--- config.mk ---
export PLATFORM = sky130hd
export DESIGN_NAME = alu_md
export DESIGN_NICKNAME = d
export VERILOG_FILES = /design/src/rtl/alu_md.sv
export SDC_FILE = /design/constraint.sdc
export NUM_CORES = 2
export LEC_CHECK = 0
export ABC_AREA = 1
export CAP_MARGIN = 10
export CORE_MARGIN = 2
export CORE_UTILIZATION = 25
export DETAILED_ROUTE_END_ITERATION = 12
export DONT_BUFFER_PORTS = 1
export PLACE_DENSITY = 0.4
export SLEW_MARGIN = 5
export SYNTH_ARGS = -nofsm -noshare
export SYNTH_HDL_FRONTEND = slang
export SYNTH_SLANG_ARGS = --single-unit
--- constraint.sdc ---
create_clock -name clk -period 4.33 [get_ports clk]
set_clock_uncertainty 0.15 [all_clocks]
set_input_delay 0.433 -clock clk [delete_from_list [all_inputs] [get_ports clk]]
set_output_delay 0.433 -clock clk [all_outputs]
set_load 0.05 [all_outputs]
--- src/rtl/alu_md.sv ---
// alu_md: multi-cycle ALU for the MIPS EX stage.
// Single-cycle add/sub/logic/shift/slt and HI/LO moves finish in one clock.
// mult (shift-add) and div (restoring) take WIDTH iterations plus a FINISH
// cycle, during which in_ready is low so the pipeline stalls.
// Ports:
//   clk, reset       clock, synchronous active-high reset
//   in_valid/ready   request handshake; accept when both high
//   ALUCtrl, Sign    operation code, signed-operation select
//   in1, in2         operands (in1[SH_W-1:0] is the shift amount)
//   out_valid        one-cycle result pulse
//   out, zero        registered result and (out == 0)
//   hi, lo           HI/LO register contents
module alu_md #(
  parameter int WIDTH = 32,
  parameter int SH_W  = $clog2(WIDTH)
) (
  input  logic             clk,
  input  logic             reset,
  input  logic             in_valid,
  output logic             in_ready,
  input  logic [4:0]       ALUCtrl,
  input  logic             Sign,
  input  logic [WIDTH-1:0] in1,
  input  logic [WIDTH-1:0] in2,
  output logic             out_valid,
  output logic [WIDTH-1:0] out,
  output logic             zero,
  output logic [WIDTH-1:0] hi,
  output logic [WIDTH-1:0] lo
);

  localparam logic [1:0] S_IDLE    = 2'd0;
  localparam logic [1:0] S_RUN_MUL = 2'd1;
  localparam logic [1:0] S_RUN_DIV = 2'd2;
  localparam logic [1:0] S_FINISH  = 2'd3;

  localparam logic [4:0] OP_ADD  = 5'b00000;
  localparam logic [4:0] OP_SUB  = 5'b00001;
  localparam logic [4:0] OP_AND  = 5'b00010;
  localparam logic [4:0] OP_OR   = 5'b00011;
  localparam logic [4:0] OP_XOR  = 5'b00100;
  localparam logic [4:0] OP_NOR  = 5'b00101;
  localparam logic [4:0] OP_SLL  = 5'b00110;
  localparam logic [4:0] OP_SRL  = 5'b00111;
  localparam logic [4:0] OP_SRA  = 5'b01000;
  localparam logic [4:0] OP_SLT  = 5'b01001;
  localparam logic [4:0] OP_MULT = 5'b01010;
  localparam logic [4:0] OP_DIV  = 5'b01011;
  localparam logic [4:0] OP_MFHI = 5'b01100;
  localparam logic [4:0] OP_MFLO = 5'b01101;
  localparam logic [4:0] OP_MTHI = 5'b01110;
  localparam logic [4:0] OP_MTLO = 5'b01111;

  logic [1:0]       r_state;
  logic [SH_W-1:0]  r_cnt;
  logic [WIDTH-1:0] r_a;      // multiplicand / divisor magnitude
  logic [WIDTH-1:0] r_q;      // multiplier -> low product, dividend -> quotient
  logic [WIDTH:0]   r_acc;    // high product (with carry) / partial remainder
  logic             r_is_div;
  logic             r_neg_q;  // negate product or quotient at FINISH
  logic             r_neg_r;  // negate remainder at FINISH
  logic             r_div0;
  logic [WIDTH-1:0] r_dvd;    // original dividend, returned in hi on divide-by-zero
  logic [WIDTH-1:0] r_hi, r_lo, r_out;
  logic             r_zero, r_out_valid;

  logic             w_accept;
  logic [WIDTH-1:0] w_mag1, w_mag2, w_alu;
  logic [SH_W-1:0]  w_shamt;
  logic [WIDTH:0]   w_msum, w_shift, w_acc_n;
  logic [WIDTH+1:0] w_diff;
  logic [WIDTH-1:0] w_q_n;
  logic [2*WIDTH-1:0] w_prod;
  logic [WIDTH-1:0] w_fin_hi, w_fin_lo;

  assign in_ready  = (r_state == S_IDLE);
  assign w_accept  = in_valid && in_ready;
  assign w_shamt   = in1[SH_W-1:0];
  assign w_mag1    = (Sign && in1[WIDTH-1]) ? -in1 : in1;
  assign w_mag2    = (Sign && in2[WIDTH-1]) ? -in2 : in2;

  assign out_valid = r_out_valid;
  assign out       = r_out;
  assign zero      = r_zero;
  assign hi        = r_hi;
  assign lo        = r_lo;

  always_comb begin
    w_alu = '0;
    case (ALUCtrl)
      OP_ADD:  w_alu = in1 + in2;
      OP_SUB:  w_alu = in1 - in2;
      OP_AND:  w_alu = in1 & in2;
      OP_OR:   w_alu = in1 | in2;
      OP_XOR:  w_alu = in1 ^ in2;
      OP_NOR:  w_alu = ~(in1 | in2);
      OP_SLL:  w_alu = in2 << w_shamt;
      OP_SRL:  w_alu = in2 >> w_shamt;
      OP_SRA:  w_alu = $signed(in2) >>> w_shamt;
      OP_SLT:  w_alu[0] = Sign ? ($signed(in1) < $signed(in2)) : (in1 < in2);
      OP_MFHI: w_alu = r_hi;
      OP_MFLO: w_alu = r_lo;
      OP_MTHI: w_alu = in1;
      OP_MTLO: w_alu = in1;
      default: w_alu = '0;
    endcase
  end

  // One iteration: mult adds the multiplicand when the multiplier LSB is set,
  // then shifts {acc,q} right; div shifts the next dividend bit into the
  // remainder and keeps the trial subtraction only when it does not borrow.
  always_comb begin
    w_msum  = r_acc + (r_q[0] ? {1'b0, r_a} : '0);
    w_shift = {r_acc[WIDTH-1:0], r_q[WIDTH-1]};
    w_diff  = {1'b0, w_shift} - {2'b00, r_a};
    if (r_state == S_RUN_DIV) begin
      if (!w_diff[WIDTH+1]) begin
        w_acc_n = w_diff[WIDTH:0];
        w_q_n   = {r_q[WIDTH-2:0], 1'b1};
      end else begin
        w_acc_n = w_shift;
        w_q_n   = {r_q[WIDTH-2:0], 1'b0};
      end
    end else begin
      w_acc_n = {1'b0, w_msum[WIDTH:1]};
      w_q_n   = {w_msum[0], r_q[WIDTH-1:1]};
    end
  end

  always_comb begin
    w_prod = {r_acc[WIDTH-1:0], r_q};
    if (r_neg_q) w_prod = -w_prod;
    if (r_is_div) begin
      if (r_div0) begin
        w_fin_lo = '1;
        w_fin_hi = r_dvd;
      end else begin
        w_fin_lo = r_neg_q ? -r_q : r_q;
        w_fin_hi = r_neg_r ? -r_acc[WIDTH-1:0] : r_acc[WIDTH-1:0];
      end
    end else begin
      w_fin_hi = w_prod[2*WIDTH-1:WIDTH];
      w_fin_lo = w_prod[WIDTH-1:0];
    end
  end

  always_ff @(posedge clk) begin
    if (reset) begin
      r_state     <= S_IDLE;
      r_cnt       <= '0;
      r_a         <= '0;
      r_q         <= '0;
      r_acc       <= '0;
      r_is_div    <= 1'b0;
      r_neg_q     <= 1'b0;
      r_neg_r     <= 1'b0;
      r_div0      <= 1'b0;
      r_dvd       <= '0;
      r_hi        <= '0;
      r_lo        <= '0;
      r_out       <= '0;
      r_zero      <= 1'b1;
      r_out_valid <= 1'b0;
    end else begin
      r_out_valid <= 1'b0;
      case (r_state)
        S_IDLE: begin
          if (w_accept) begin
            if (ALUCtrl == OP_MULT || ALUCtrl == OP_DIV) begin
              r_is_div <= (ALUCtrl == OP_DIV);
              r_state  <= (ALUCtrl == OP_DIV) ? S_RUN_DIV : S_RUN_MUL;
              r_cnt    <= '0;
              r_acc    <= '0;
              r_a      <= (ALUCtrl == OP_DIV) ? w_mag2 : w_mag1;
              r_q      <= (ALUCtrl == OP_DIV) ? w_mag1 : w_mag2;
              r_neg_q  <= Sign && (in1[WIDTH-1] ^ in2[WIDTH-1]);
              r_neg_r  <= Sign && in1[WIDTH-1];
              r_div0   <= (in2 == '0);
              r_dvd    <= in1;
            end else begin
              r_out       <= w_alu;
              r_zero      <= (w_alu == '0);
              r_out_valid <= 1'b1;
              if (ALUCtrl == OP_MTHI) r_hi <= in1;
              if (ALUCtrl == OP_MTLO) r_lo <= in1;
            end
          end
        end
        S_RUN_MUL, S_RUN_DIV: begin
          r_acc <= w_acc_n;
          r_q   <= w_q_n;
          r_cnt <= r_cnt + 1'b1;
          if (r_cnt == SH_W'(WIDTH-1)) r_state <= S_FINISH;
        end
        default: begin
          r_hi        <= w_fin_hi;
          r_lo        <= w_fin_lo;
          r_out       <= w_fin_lo;
          r_zero      <= (w_fin_lo == '0);
          r_out_valid <= 1'b1;
          r_state     <= S_IDLE;
        end
      endcase
    end
  end

endmodule

==> run_summary.xml <==
<?xml version="1.0" encoding="UTF-8"?>
<metrics>
  <group name="layout">
    <metric name="area_growth_syn_to_layout" unit="%">14.2</metric>
    <metric name="drive_above_1_share" unit="%">6.24</metric>
    <metric name="finish.net_count" unit="">5893</metric>
  </group>
  <group name="clocking">
    <metric name="cts.htree.levels" unit="">2</metric>
    <metric name="cts_tree" unit="">built</metric>
    <metric name="worst_setup_hold_path_clk_slew" unit="ps">60</metric>
    <metric name="cts_post_setup_buffers_inserted" unit="">0</metric>
    <metric name="clkLatencyLatePin" unit="ps">610</metric>
    <metric name="cts_buffer_depth" unit="">3</metric>
    <metric name="clockRootBuffer" unit="">sky130_fd_sc_hd__clkbuf_16</metric>
    <metric name="numClockSinks" unit="">238</metric>
    <metric name="cts_buffers" unit="">37</metric>
  </group>
  <group name="die">
    <metric name="initial_core_utilization" unit="%">25.2</metric>
    <metric name="io_pins" unit="">172</metric>
    <metric name="die_w" unit="µm">355</metric>
    <metric name="fp-row-count" unit="">128</metric>
    <metric name="die-height" unit="µm">355</metric>
    <metric name="floorplan.core_area" unit="µm²">122000</metric>
    <metric name="dieArea" unit="µm²">126000</metric>
  </group>
  <group name="pwr">
    <metric name="power_leakage" unit="nW">17.1</metric>
    <metric name="worst_ir_drop_vdd" unit="mV">0.222</metric>
    <metric name="power.density" unit="nW/µm²">252</metric>
  </group>
  <group name="yosys">
    <metric name="netlist.area_leader.share" unit="%">18.8</metric>
    <metric name="netlist_instances" unit="">5630</metric>
    <metric name="synth-seq-area-share" unit="%">15.5</metric>
    <metric name="synth_area_leader_cell" unit="">sky130_fd_sc_hd__nand2_1</metric>
    <metric name="post_synth.cell_area_avg" unit="µm²">5.46</metric>
    <metric name="synth_warnings" unit="">0</metric>
    <metric name="yosysUniqueCellTypes" unit="">56</metric>
    <metric name="synth_fp_nets" unit="">5879</metric>
    <metric name="top_ff_cell_synth" unit="">sky130_fd_sc_hd__dfxtp_1</metric>
    <metric name="synth.top_cells.by_area" unit="">sky130_fd_sc_hd__nand2_1 (19%), sky130_fd_sc_hd__dfxtp_1 (15%), sky130_fd_sc_hd__nand3_1 (10%), sky130_fd_sc_hd__inv_1 (8.2%), sky130_fd_sc_hd__o21ai_0 (7.5%)</metric>
    <metric name="synth-edff-count" unit="">0</metric>
    <metric name="synth_async_sr_flop_share" unit="%">0</metric>
    <metric name="netlist_area" unit="µm²">30800</metric>
    <metric name="postSynthRegisterBits" unit="">238</metric>
  </group>
  <group name="route">
    <metric name="remaining_drc_errors" unit="">0</metric>
    <metric name="wl_met1" unit="µm">88700</metric>
    <metric name="viasPerCell" unit="">5.52</metric>
    <metric name="wl_met3" unit="µm">15200</metric>
    <metric name="detail_route.wl_per_cell" unit="µm">29.9</metric>
    <metric name="drtIter0Drc" unit="">4474</metric>
    <metric name="vias" unit="">40400</metric>
    <metric name="ant_nets_after_route" unit="">0</metric>
    <metric name="route.top_layer_used" unit="">met5</metric>
    <metric name="wirelength" unit="µm">218000</metric>
    <metric name="met2WireLength" unit="µm">97100</metric>
    <metric name="drt_first_pass_iters" unit="">8</metric>
  </group>
  <group name="worst_hold_path">
    <metric name="whs_path_depth" unit="">2</metric>
    <metric name="min-delay-path-class" unit="">input port to flip-flop</metric>
    <metric name="holdPathEnd" unit="">r_dvd[24]</metric>
    <metric name="min_from" unit="">in1[24]</metric>
  </group>
  <group name="setup_path">
    <metric name="timing.setup.critical_path_class" unit="">input port to flip-flop</metric>
    <metric name="r2r_end" unit="">r_acc[32]</metric>
    <metric name="data_arrival_critical_path" unit="ps">4650</metric>
    <metric name="critPathMaxFanout" unit="">7</metric>
    <metric name="worst-r2r-setup-slack" unit="ps">670</metric>
    <metric name="worstReg2RegStart" unit="">r_q[31]</metric>
    <metric name="required" unit="ps">4730</metric>
    <metric name="depth_of_the_most_critical_reg_to_reg_path" unit="">16</metric>
    <metric name="timing.critical_path.from_type" unit="">input port</metric>
    <metric name="end_kind" unit="">flip-flop</metric>
  </group>
  <group name="sta">
    <metric name="timing.final.setup_violations" unit="">0</metric>
    <metric name="hold_slack" unit="ps">52.6</metric>
    <metric name="max_freq" unit="GHz">0.235</metric>
    <metric name="period_utilisation_layout" unit="%">98.1</metric>
    <metric name="timing.max_slew.rel_slack" unit="%">23.6</metric>
    <metric name="report.final.slew_viol_count" unit="">0</metric>
    <metric name="tightestPinTransition" unit="ps">1140</metric>
    <metric name="min_period" unit="ps">4250</metric>
    <metric name="final_total_negative_setup_slack" unit="ps">0</metric>
    <metric name="report.final.hold_viol_count" unit="">0</metric>
    <metric name="rsz0062_at_grt" unit="">no</metric>
  </group>
  <group name="grt">
    <metric name="grt_usage" unit="%">33.4</metric>
    <metric name="grt-ovfl-total" unit="">0</metric>
    <metric name="grt_first_pass_wirelength" unit="µm">301000</metric>
    <metric name="grt_antenna_before_repair" unit="">16</metric>
    <metric name="grt_pass1_vias" unit="">38100</metric>
    <metric name="grt_start_max_net_pins" unit="">77</metric>
  </group>
  <group name="place">
    <metric name="dp.final_hpwl" unit="µm">176000</metric>
    <metric name="place_congestion" unit="">1.02</metric>
    <metric name="numPortBuffers" unit="">0</metric>
  </group>
  <group name="job">
    <metric name="maxCapViolations" unit="">0</metric>
  </group>
  <group name="outcome">
    <metric name="run_status" unit="">finished, final reports clean</metric>
  </group>
</metrics>
## worst max-delay path, cell delays in order
cell	delay (ps)
sky130_fd_sc_hd__dlygate4sd3_1	780
sky130_fd_sc_hd__inv_1	260
sky130_fd_sc_hd__ha_1	470
sky130_fd_sc_hd__buf_4	210
sky130_fd_sc_hd__nand2_1	120
sky130_fd_sc_hd__nor2_1	370
sky130_fd_sc_hd__a21oi_1	210
sky130_fd_sc_hd__nor2_1	250
sky130_fd_sc_hd__nor2_1	90
sky130_fd_sc_hd__nand2_1	70
sky130_fd_sc_hd__nand2_1	50
sky130_fd_sc_hd__nand3_1	70
sky130_fd_sc_hd__nand3_1	90
sky130_fd_sc_hd__buf_4	150
sky130_fd_sc_hd__nor2_1	110
sky130_fd_sc_hd__nand2_1	100
sky130_fd_sc_hd__nor2_1	290
sky130_fd_sc_hd__buf_4	180
sky130_fd_sc_hd__nand4_1	100
sky130_fd_sc_hd__nand2_1	90
sky130_fd_sc_hd__nand2_1	70
sky130_fd_sc_hd__nand2_1	80
## layout by cell type, fill, tap and decap left out, drive strengths merged, types with 10 or more instances in the layout
cell type | Yosys | routed
a21oi | 381 | 381
a31oi | 119 | 119
buf | 102 | 217
clkbuf | 178 | 52
clkinv | 3 | 12
dfxtp | 238 | 238
dlygate4sd3 | 0 | 38
ha | 172 | 172
inv | 689 | 692
nand2 | 1541 | 1541
nand3 | 643 | 643
nand4 | 107 | 107
nor2 | 566 | 566
nor3 | 62 | 62
nor4 | 10 | 10
o2111ai | 21 | 21
o211ai | 83 | 83
o21ai | 479 | 479
o21bai | 15 | 15
o221ai | 25 | 25
o22ai | 16 | 16
or2 | 23 | 23
xor2 | 85 | 85
## through the flow
| stage | power, W | setup WS, ps | instances | area [µm²] | util, % |
|---|---|---|---|---|---|
| CTS | 0.00881 | 38.3 | 7297 | 35100 | 28.8 |
| global route | 0.00915 | 29.9 | 7301 | 35100 | 28.8 |
| global placement | 0.00543 | 204 | 7191 | 33400 | 27.4 |
| detailed placement | 0.00541 | 201 | 7191 | 33400 | 27.4 |
| finish | 0.00886 | 80.9 | 7306 | 35100 | 28.8 |
| floorplan | 0.00425 | 1190 | 5630 | 30800 | - |
## state kept, by name, indices dropped and copies added, names as in the netlist, 5 cells and up
register,flops
hi,32
lo,32
out,32
r_a,32
r_acc,33
r_cnt,5
r_dvd,32
r_q,32
## metal layers
| metal | global-route usage [%] | vias to the layer above |
|---|---|---|
| met5 | 0 | - |
| met4 | 22.5 | 6 |
| met3 | 5.13 | 440 |
| met1 | 41.4 | 19300 |
| li1 | - | 18800 |
| met2 | 53.5 | 1872 |
## cell usage after synthesis, types with 6 or more instances
master	instances
sky130_fd_sc_hd__ha_1	172
sky130_fd_sc_hd__inv_2	15
sky130_fd_sc_hd__a22oi_1	7
sky130_fd_sc_hd__o22ai_1	16
sky130_fd_sc_hd__clkbuf_1	177
sky130_fd_sc_hd__inv_1	673
sky130_fd_sc_hd__buf_1	24
sky130_fd_sc_hd__nor2_2	11
sky130_fd_sc_hd__o2111ai_1	21
sky130_fd_sc_hd__o21bai_1	15
sky130_fd_sc_hd__o221ai_1	25
sky130_fd_sc_hd__a221oi_1	6
sky130_fd_sc_hd__o21ai_1	16
sky130_fd_sc_hd__a31oi_1	119
sky130_fd_sc_hd__o21ai_0	463
sky130_fd_sc_hd__nor2_1	551
sky130_fd_sc_hd__nor4_1	10
sky130_fd_sc_hd__nor3_1	61
sky130_fd_sc_hd__nand2_1	1537
sky130_fd_sc_hd__a21oi_1	381
sky130_fd_sc_hd__o211ai_1	83
sky130_fd_sc_hd__a21o_1	9
sky130_fd_sc_hd__nand3_1	638
sky130_fd_sc_hd__buf_2	70
sky130_fd_sc_hd__dfxtp_1	238
sky130_fd_sc_hd__or2_2	16
sky130_fd_sc_hd__xor2_1	85
sky130_fd_sc_hd__nand4_1	106
## report_power, final
part	total, W	internal (W)	switching, W
clock network	0.00333	0.00194	0.00139
logic	0.00285	0.000777	0.00208
registers	0.00268	0.00228	0.000407
total	0.00886	0.00499	0.00387
## how the worst max path moves through the flow
stage,end,cells after the start,slack (ps),from
2_1_floorplan,zero,22,1190,in1[4]
3_3_place_gp,zero,19,200,in1[0]
3_5_place_dp,zero,18,200,in1[19]
4_1_cts,zero,19,40,in1[19]
5_1_grt,zero,21,30,in1[9]
6_report,zero,22,80,in1[17]
## layout make-up
cell class,instances,area [µm²]
flip-flops and latches,238,4770
well taps,1625,2030
multi-input cells,4420,22300
repair buffers,255,2180
fillers,14200,86700
inverters,692,2600
clock buffers,52,1080
diodes,9,22.5
clock inverters,15,188
## cells by family after synthesis
family          synth area share [%]
compound gates                  21.7
xor+xnor                        2.53
fa+ha+maj                       7.26
buf+inv                         12.3
flops                           15.5
simple gates                    40.7
## what timing repair did
action,4_1_cts,5_1_grt
hold endpoints to repair,147,0
setup endpoints to repair,0,1
gates resized for setup,0,5
hold buffers,39,0
Note: power is estimated with default switching activity, not from simulation.
